<file path="src/rtl/matb_reader_if.sv">
// Bundle of control, BRAM read-port and output-stream signals for matb_reader.
// The stream transfers one element at each rising edge where m_valid && m_ready.
// While m_valid is high and m_ready is low, the producer holds m_data/m_row/m_col/m_last stable.
interface matb_reader_if #(
    parameter int AW = 8,
    parameter int DW = 32
);
    logic          start;
    logic          wr_done;
    logic          busy;
    logic          done;
    logic [AW-1:0] mem_addr;
    logic [DW-1:0] mem_dout;
    logic          m_valid;
    logic          m_ready;
    logic [DW-1:0] m_data;
    logic [7:0]    m_row;
    logic [7:0]    m_col;
    logic          m_last;
    logic [1:0]    dbg_state;

    modport master (
        input  start, wr_done, mem_dout, m_ready,
        output busy, done, mem_addr, m_valid, m_data, m_row, m_col, m_last, dbg_state
    );

    modport slave (
        output start, wr_done, mem_dout, m_ready,
        input  busy, done, mem_addr, m_valid, m_data, m_row, m_col, m_last, dbg_state
    );
endinterface

</file>
<file path="src/rtl/matb_reader.sv">
// Streams the P x M B-matrix out of a 1-cycle-latency BRAM as (value, row, col) elements,
// using one inflight read slot plus a 2-entry buffer to sustain one element per cycle.
module matb_reader #(
    parameter int P         = 4,
    parameter int M         = 3,
    parameter int AW        = 8,
    parameter int DW        = 32,
    parameter int BASE      = 0,
    parameter int ROW_MAJOR = 0
) (
    input  logic          clk,
    input  logic          reset,
    matb_reader_if.master bus
);

    typedef enum logic [1:0] {
        S_IDLE    = 2'd0,
        S_WAIT_WR = 2'd1,
        S_READ    = 2'd2,
        S_DRAIN   = 2'd3
    } state_t;

    state_t        r_state;
    state_t        w_next;
    logic          w_issue;
    logic          w_pop;
    logic          w_push;
    logic          w_valid;
    logic          w_iss_last;
    logic          w_done_next;
    logic [1:0]    w_occ;

    logic [AW-1:0] r_addr;
    logic [7:0]    r_iss_row;
    logic [7:0]    r_iss_col;
    logic          r_inflight;
    logic [7:0]    r_inf_row;
    logic [7:0]    r_inf_col;
    logic          r_inf_last;
    logic          r_done;

    logic [DW-1:0] r_fifo_data [2];
    logic [7:0]    r_fifo_row  [2];
    logic [7:0]    r_fifo_col  [2];
    logic          r_fifo_last [2];
    logic          r_wr_ptr;
    logic          r_rd_ptr;
    logic [1:0]    r_count;

    assign w_valid    = (r_count != 2'd0);
    assign w_pop      = w_valid && bus.m_ready;
    assign w_push     = r_inflight;
    assign w_occ      = r_count + {1'b0, r_inflight};
    assign w_iss_last = (r_iss_row == 8'(P - 1)) && (r_iss_col == 8'(M - 1));

    always_ff @(posedge clk or posedge reset) begin
        if (reset) begin
            r_state <= S_IDLE;
        end else begin
            r_state <= w_next;
        end
    end

    // An issue is allowed when the read it starts is guaranteed a buffer slot at capture time.
    always_comb begin
        w_next      = r_state;
        w_issue     = 1'b0;
        w_done_next = 1'b0;
        case (r_state)
            S_IDLE: begin
                if (bus.start) w_next = S_WAIT_WR;
            end
            S_WAIT_WR: begin
                if (bus.wr_done) w_next = S_READ;
            end
            S_READ: begin
                w_issue = (w_occ < 2'd2) || ((w_occ == 2'd2) && w_pop);
                if (w_issue && w_iss_last) w_next = S_DRAIN;
            end
            S_DRAIN: begin
                if (!r_inflight && ((r_count == 2'd0) || ((r_count == 2'd1) && w_pop))) begin
                    w_next      = S_IDLE;
                    w_done_next = 1'b1;
                end
            end
            default: w_next = S_IDLE;
        endcase
    end

    // Address and index counters describe the next element to be issued.
    always_ff @(posedge clk or posedge reset) begin
        if (reset) begin
            r_addr    <= '0;
            r_iss_row <= '0;
            r_iss_col <= '0;
        end else if ((r_state == S_IDLE) && bus.start) begin
            r_addr    <= AW'(BASE);
            r_iss_row <= '0;
            r_iss_col <= '0;
        end else if (w_issue) begin
            if (ROW_MAJOR != 0) begin
                if (r_iss_col == 8'(M - 1)) begin
                    r_iss_col <= '0;
                    r_iss_row <= r_iss_row + 8'd1;
                    r_addr    <= AW'(BASE) + AW'(r_iss_row) + AW'(1);
                end else begin
                    r_iss_col <= r_iss_col + 8'd1;
                    r_addr    <= r_addr + AW'(P);
                end
            end else begin
                if (r_iss_row == 8'(P - 1)) begin
                    r_iss_row <= '0;
                    r_iss_col <= r_iss_col + 8'd1;
                end else begin
                    r_iss_row <= r_iss_row + 8'd1;
                end
                r_addr <= r_addr + AW'(1);
            end
        end
    end

    always_ff @(posedge clk or posedge reset) begin
        if (reset) begin
            r_inflight <= 1'b0;
            r_inf_row  <= '0;
            r_inf_col  <= '0;
            r_inf_last <= 1'b0;
            r_done     <= 1'b0;
        end else begin
            r_inflight <= w_issue;
            r_done     <= w_done_next;
            if (w_issue) begin
                r_inf_row  <= r_iss_row;
                r_inf_col  <= r_iss_col;
                r_inf_last <= w_iss_last;
            end
        end
    end

    // Read data is captured the edge after its issue, tagged with the indices saved at issue.
    always_ff @(posedge clk or posedge reset) begin
        if (reset) begin
            r_fifo_data[0] <= '0;
            r_fifo_data[1] <= '0;
            r_fifo_row[0]  <= '0;
            r_fifo_row[1]  <= '0;
            r_fifo_col[0]  <= '0;
            r_fifo_col[1]  <= '0;
            r_fifo_last[0] <= 1'b0;
            r_fifo_last[1] <= 1'b0;
            r_wr_ptr       <= 1'b0;
            r_rd_ptr       <= 1'b0;
            r_count        <= 2'd0;
        end else begin
            if (w_push) begin
                r_fifo_data[r_wr_ptr] <= bus.mem_dout;
                r_fifo_row[r_wr_ptr]  <= r_inf_row;
                r_fifo_col[r_wr_ptr]  <= r_inf_col;
                r_fifo_last[r_wr_ptr] <= r_inf_last;
                r_wr_ptr              <= ~r_wr_ptr;
            end
            if (w_pop) begin
                r_rd_ptr <= ~r_rd_ptr;
            end
            r_count <= r_count + {1'b0, w_push} - {1'b0, w_pop};
        end
    end

    assign bus.mem_addr  = r_addr;
    assign bus.m_valid   = w_valid;
    assign bus.m_data    = r_fifo_data[r_rd_ptr];
    assign bus.m_row     = r_fifo_row[r_rd_ptr];
    assign bus.m_col     = r_fifo_col[r_rd_ptr];
    assign bus.m_last    = r_fifo_last[r_rd_ptr];
    assign bus.busy      = (r_state != S_IDLE);
    assign bus.done      = r_done;
    assign bus.dbg_state = r_state;

endmodule
</file>
<file path="src/flat_wrapper.sv">
// flat-port wrapper written by rule: the top's interface ports become plain ports
module matb_reader_flat 
#(
    parameter int P         = 4,
    parameter int M         = 3,
    parameter int AW        = 8,
    parameter int DW        = 32,
    parameter int BASE      = 0,
    parameter int ROW_MAJOR = 0
)
  (clk, reset, bus_start, bus_wr_done, bus_mem_dout, bus_m_ready, bus_busy, bus_done, bus_mem_addr, bus_m_valid, bus_m_data, bus_m_row, bus_m_col, bus_m_last, bus_dbg_state);
  matb_reader_if #(.AW(AW), .DW(DW)) bus_i ();
  input  logic clk;
  input  logic reset;
  input wire logic [$bits(bus_i.start)-1:0] bus_start;
  input wire logic [$bits(bus_i.wr_done)-1:0] bus_wr_done;
  input wire logic [$bits(bus_i.mem_dout)-1:0] bus_mem_dout;
  input wire logic [$bits(bus_i.m_ready)-1:0] bus_m_ready;
  output wire logic [$bits(bus_i.busy)-1:0] bus_busy;
  output wire logic [$bits(bus_i.done)-1:0] bus_done;
  output wire logic [$bits(bus_i.mem_addr)-1:0] bus_mem_addr;
  output wire logic [$bits(bus_i.m_valid)-1:0] bus_m_valid;
  output wire logic [$bits(bus_i.m_data)-1:0] bus_m_data;
  output wire logic [$bits(bus_i.m_row)-1:0] bus_m_row;
  output wire logic [$bits(bus_i.m_col)-1:0] bus_m_col;
  output wire logic [$bits(bus_i.m_last)-1:0] bus_m_last;
  output wire logic [$bits(bus_i.dbg_state)-1:0] bus_dbg_state;
  assign bus_i.start = bus_start;
  assign bus_i.wr_done = bus_wr_done;
  assign bus_i.mem_dout = bus_mem_dout;
  assign bus_i.m_ready = bus_m_ready;
  assign bus_busy = bus_i.busy;
  assign bus_done = bus_i.done;
  assign bus_mem_addr = bus_i.mem_addr;
  assign bus_m_valid = bus_i.m_valid;
  assign bus_m_data = bus_i.m_data;
  assign bus_m_row = bus_i.m_row;
  assign bus_m_col = bus_i.m_col;
  assign bus_m_last = bus_i.m_last;
  assign bus_dbg_state = bus_i.dbg_state;
  matb_reader #(.P(P), .M(M), .AW(AW), .DW(DW), .BASE(BASE), .ROW_MAJOR(ROW_MAJOR)) u_core (.clk(clk), .reset(reset), .bus(bus_i));
endmodule
</file>
<file path="config.mk">
export PLATFORM = sky130hd
export DESIGN_NAME = matb_reader_flat
export DESIGN_NICKNAME = d
export VERILOG_FILES = /design/src/rtl/matb_reader_if.sv /design/src/rtl/matb_reader.sv /design/src/flat_wrapper.sv
export SDC_FILE = /design/constraint.sdc
export NUM_CORES = 1
export LEC_CHECK = 0
export ABC_AREA = 1
export CAP_MARGIN = 20
export CORE_ASPECT_RATIO = 1.5
export CORE_UTILIZATION = 54
export CTS_CLUSTER_DIAMETER = 150
export DETAILED_ROUTE_END_ITERATION = 16
export PLACE_DENSITY_LB_ADDON = 0.25
export SYNTH_ARGS = -nofsm -noshare
export SYNTH_HDL_FRONTEND = slang
export SYNTH_SLANG_ARGS = --single-unit
</file>
<file path="constraint.sdc">
create_clock -name clk -period 6.2 [get_ports clk]
set_clock_uncertainty 0.1 [all_clocks]
set_input_delay 1.86 -clock clk [delete_from_list [all_inputs] [get_ports clk]]
set_output_delay 1.86 -clock clk [all_outputs]
set_load 0.01 [all_outputs]
</file>
==> reports/qor.csv <==
stage,metric,value,unit
drt,vias,5526,
grt,grt_antenna_before_repair,0,
yosys,postSynthCellCount,830,
drt,drc,0,
floorplanning,die_height,138.9,um
setup_path,path_max_fanout,50,
final_layout,drive_gt1_frac,0.06595,
yosys,syn_area,0.006746,mm^2
placement,place_congestion,0.8422,
drt,avgRoutedWirePerCell,13.47,um
sta,final.setup.tns,0,ns
drt,ant_nets,0,
clocking,htree_levels,4,
clocking,post-cts-setup-buffer-count,0,
flow_run,drv_cap,0,
yosys,synth_cell_types,24,
floorplanning,row_count,49,
drt,dr.pass1.iters,5,
clocking,cts_tree,built,
final_layout,instances_no_fill,1078,
clocking,cts_resized,0,
grt,grt_pass1_vias,5393,
grt,grt_use_total,0.2418,
floorplanning,coreArea,0.01208,mm^2
grt,gr-total-overflow,0,
min_path,worst_hold_path_type,register to register,
sta,drv_slew,0,
min_path,min_path_cells,2,
setup_path,r2r_cells,5,
pwr,pwr_density_cell,498.7,mW/mm^2
grt,grt_max_degree,95,
clocking,cts.hold.buffers_added,0,
sta,period_minus_slack,4.256,ns
pwr,max-vdd-ir-drop,0.2965,mV
clocking,cts_buffers,17,
clocking,cts_root_buf,clkbuf_16,
clocking,insertion_delay,0.41,ns
setup_path,cp-start-kind,register,
floorplanning,die_area,0.01295,mm^2
sta,tightest_slew,0.9078,ns
sta,timing_hold_violations_final,0,
drt,via_per_inst,5.126,
setup_path,path_class,register to output port,
final_layout,n_antenna_cell,0,
clocking,path_clk_slew,0.06,ns
clocking,cts.sinks,147,
pwr,p_leak,4.131,nW
yosys,synthArstFlopShare,1.000,
clocking,clockBufferDepth,2,
sta,setup_ws,1.944,ns
yosys,yosysWarnings,0,
sta,rsz0062_at_grt,no,
yosys,seq_area_frac_synth,0.5453,
sta,max_freq,235.0,MHz
yosys,synth_edf_count,0,
sta,finalCritPeriodShare,0.6865,
sta,hold_ws,0.3810,ns
final_layout,syn_to_final_growth,24.30,%
floorplanning,ios,99,
final_layout,final_cell_mix,"nand2_1, dfrtp_1, o21ai_0",
drt,first_iter_violations,335,
run_status,status,"finished, final reports clean",
yosys,synth_area_leaders,"dfrtp_1, nand2_1, o21ai_0",
setup_path,worstPathRequired,4.24,ns
yosys,syn_nets,878,
placement,dp_slack,2.369,ns
yosys,synth_top_cell_by_area,dfrtp_1,
final_layout,final_util,0.6943,
yosys,synth-seq-cells,147,
placement,io_buffers,98,
placement,dp.cells,1047,
sta,max_slew_margin,0.3939,
floorplanning,initial_utilization,0.5586,
yosys,netlist.area_leader.share,0.5453,
placement,dp.final_hpwl,9200,um
final_layout,final_common_cell,nand2_1,
yosys,avgSynthCellArea,8.128,um^2
floorplanning,die_width,93.27,um
drt,routed_wirelength,14520,um
grt,grt_pass1_wl,24760,um
yosys,synth_top_flop_cell,dfrtp_1,
sta,finalSetupViolCount,0,
setup_path,crit_arrival,2.30,ns
setup_path,crit_path_end_kind,output port,
final_layout,fin_nets,961,
[per-layer routing]
layer	wire (um)	share of wire	GRT usage
met1	6298	0.43	0.3078
met2	7510	0.52	0.4141
met3	495	0.034	0.04715
met4	212	0.015	0.07449
met5	0	0	0
[cells by family after synthesis]
group / after synthesis / share of synthesized area
simple gates: 380 / 0.2300
compound gates: 154 / 0.1209
flops: 147 / 0.5453
buf+inv: 136 / 0.08086
fa+ha+maj: 11 / 0.02040
xor+xnor: 2 / 0.002597
[cell usage after synthesis, drive strengths merged, types with 2 or more instances]
cell      n
a21oi     3
buf      13
clkbuf   27
dfrtp   147
ha       11
inv      96
nand2   323
nand3    26
nand4    11
nor2     14
nor3      4
o21ai   149
or2       2
xor2      2
[worst paths after layout]
| check | startpoint | end | slack (ns) |
|---|---|---|---|
| setup reg to reg | u_core.r_inflight | u_core.r_fifo_data[51] | 4.08 |
| hold reg to reg | u_core.r_inf_col[4] | u_core.r_inf_col[4] | 0.38 |
| hold / removal | u_core.r_inf_col[4] | u_core.r_inf_col[4] | 0.38 |
| setup / recovery | u_core.r_rd_ptr | bus_m_col[6] | 1.94 |
| max in group asynchronous | reset | u_core.r_fifo_data[21] | 3.20 |
| min in group asynchronous | reset | u_core.r_fifo_data[35] | 1.89 |
[critical path, stage by stage (launching register included)]
cell and delay, ns:
dfrtp_2 0.40, inv_2 0.66, nand2_1 0.13, nand2_1 0.14, clkdlybuf4s50_1 0.55
[per-stage QoR]
stage	instance area, um^2	power [mW]
after global routing	8386	4.487
after detailed placement	7787	3.172
after global placement	7787	3.126
after floorplan	6746	2.494
final	8386	4.182
after CTS	8386	4.222
[final cells by class]
class / count / area, um^2
Sequential cell: 147 / 3680
Timing Repair Buffer: 104 / 1026
Tap cell: 153 / 191.4
Multi-Input combinational cell: 547 / 2525
Inverter: 96 / 365.4
Clock buffer: 18 / 439.2
Fill cell: 990 / 3692
Clock inverter: 13 / 158.9
[sequential cells by signal (all words and copies together), names as in the netlist]
signal,flops
u_core.bus.dbg_state,2
u_core.bus.done,1
u_core.bus.mem_addr,8
u_core.r_count,2
u_core.r_fifo_col,16
u_core.r_fifo_data,64
u_core.r_fifo_last,2
u_core.r_fifo_row,16
u_core.r_inf_col,8
u_core.r_inf_last,1
u_core.r_inf_row,8
u_core.r_inflight,1
u_core.r_iss_col,8
u_core.r_iss_row,8
u_core.r_rd_ptr,1
u_core.r_wr_ptr,1
[power breakdown]
group	total, mW	internal (mW)	switching [mW]
combinational	1.65	0.715	0.931
clock	1.03	0.641	0.394
sequential	1.50	1.30	0.199
(Power assumes the default switching activity.)
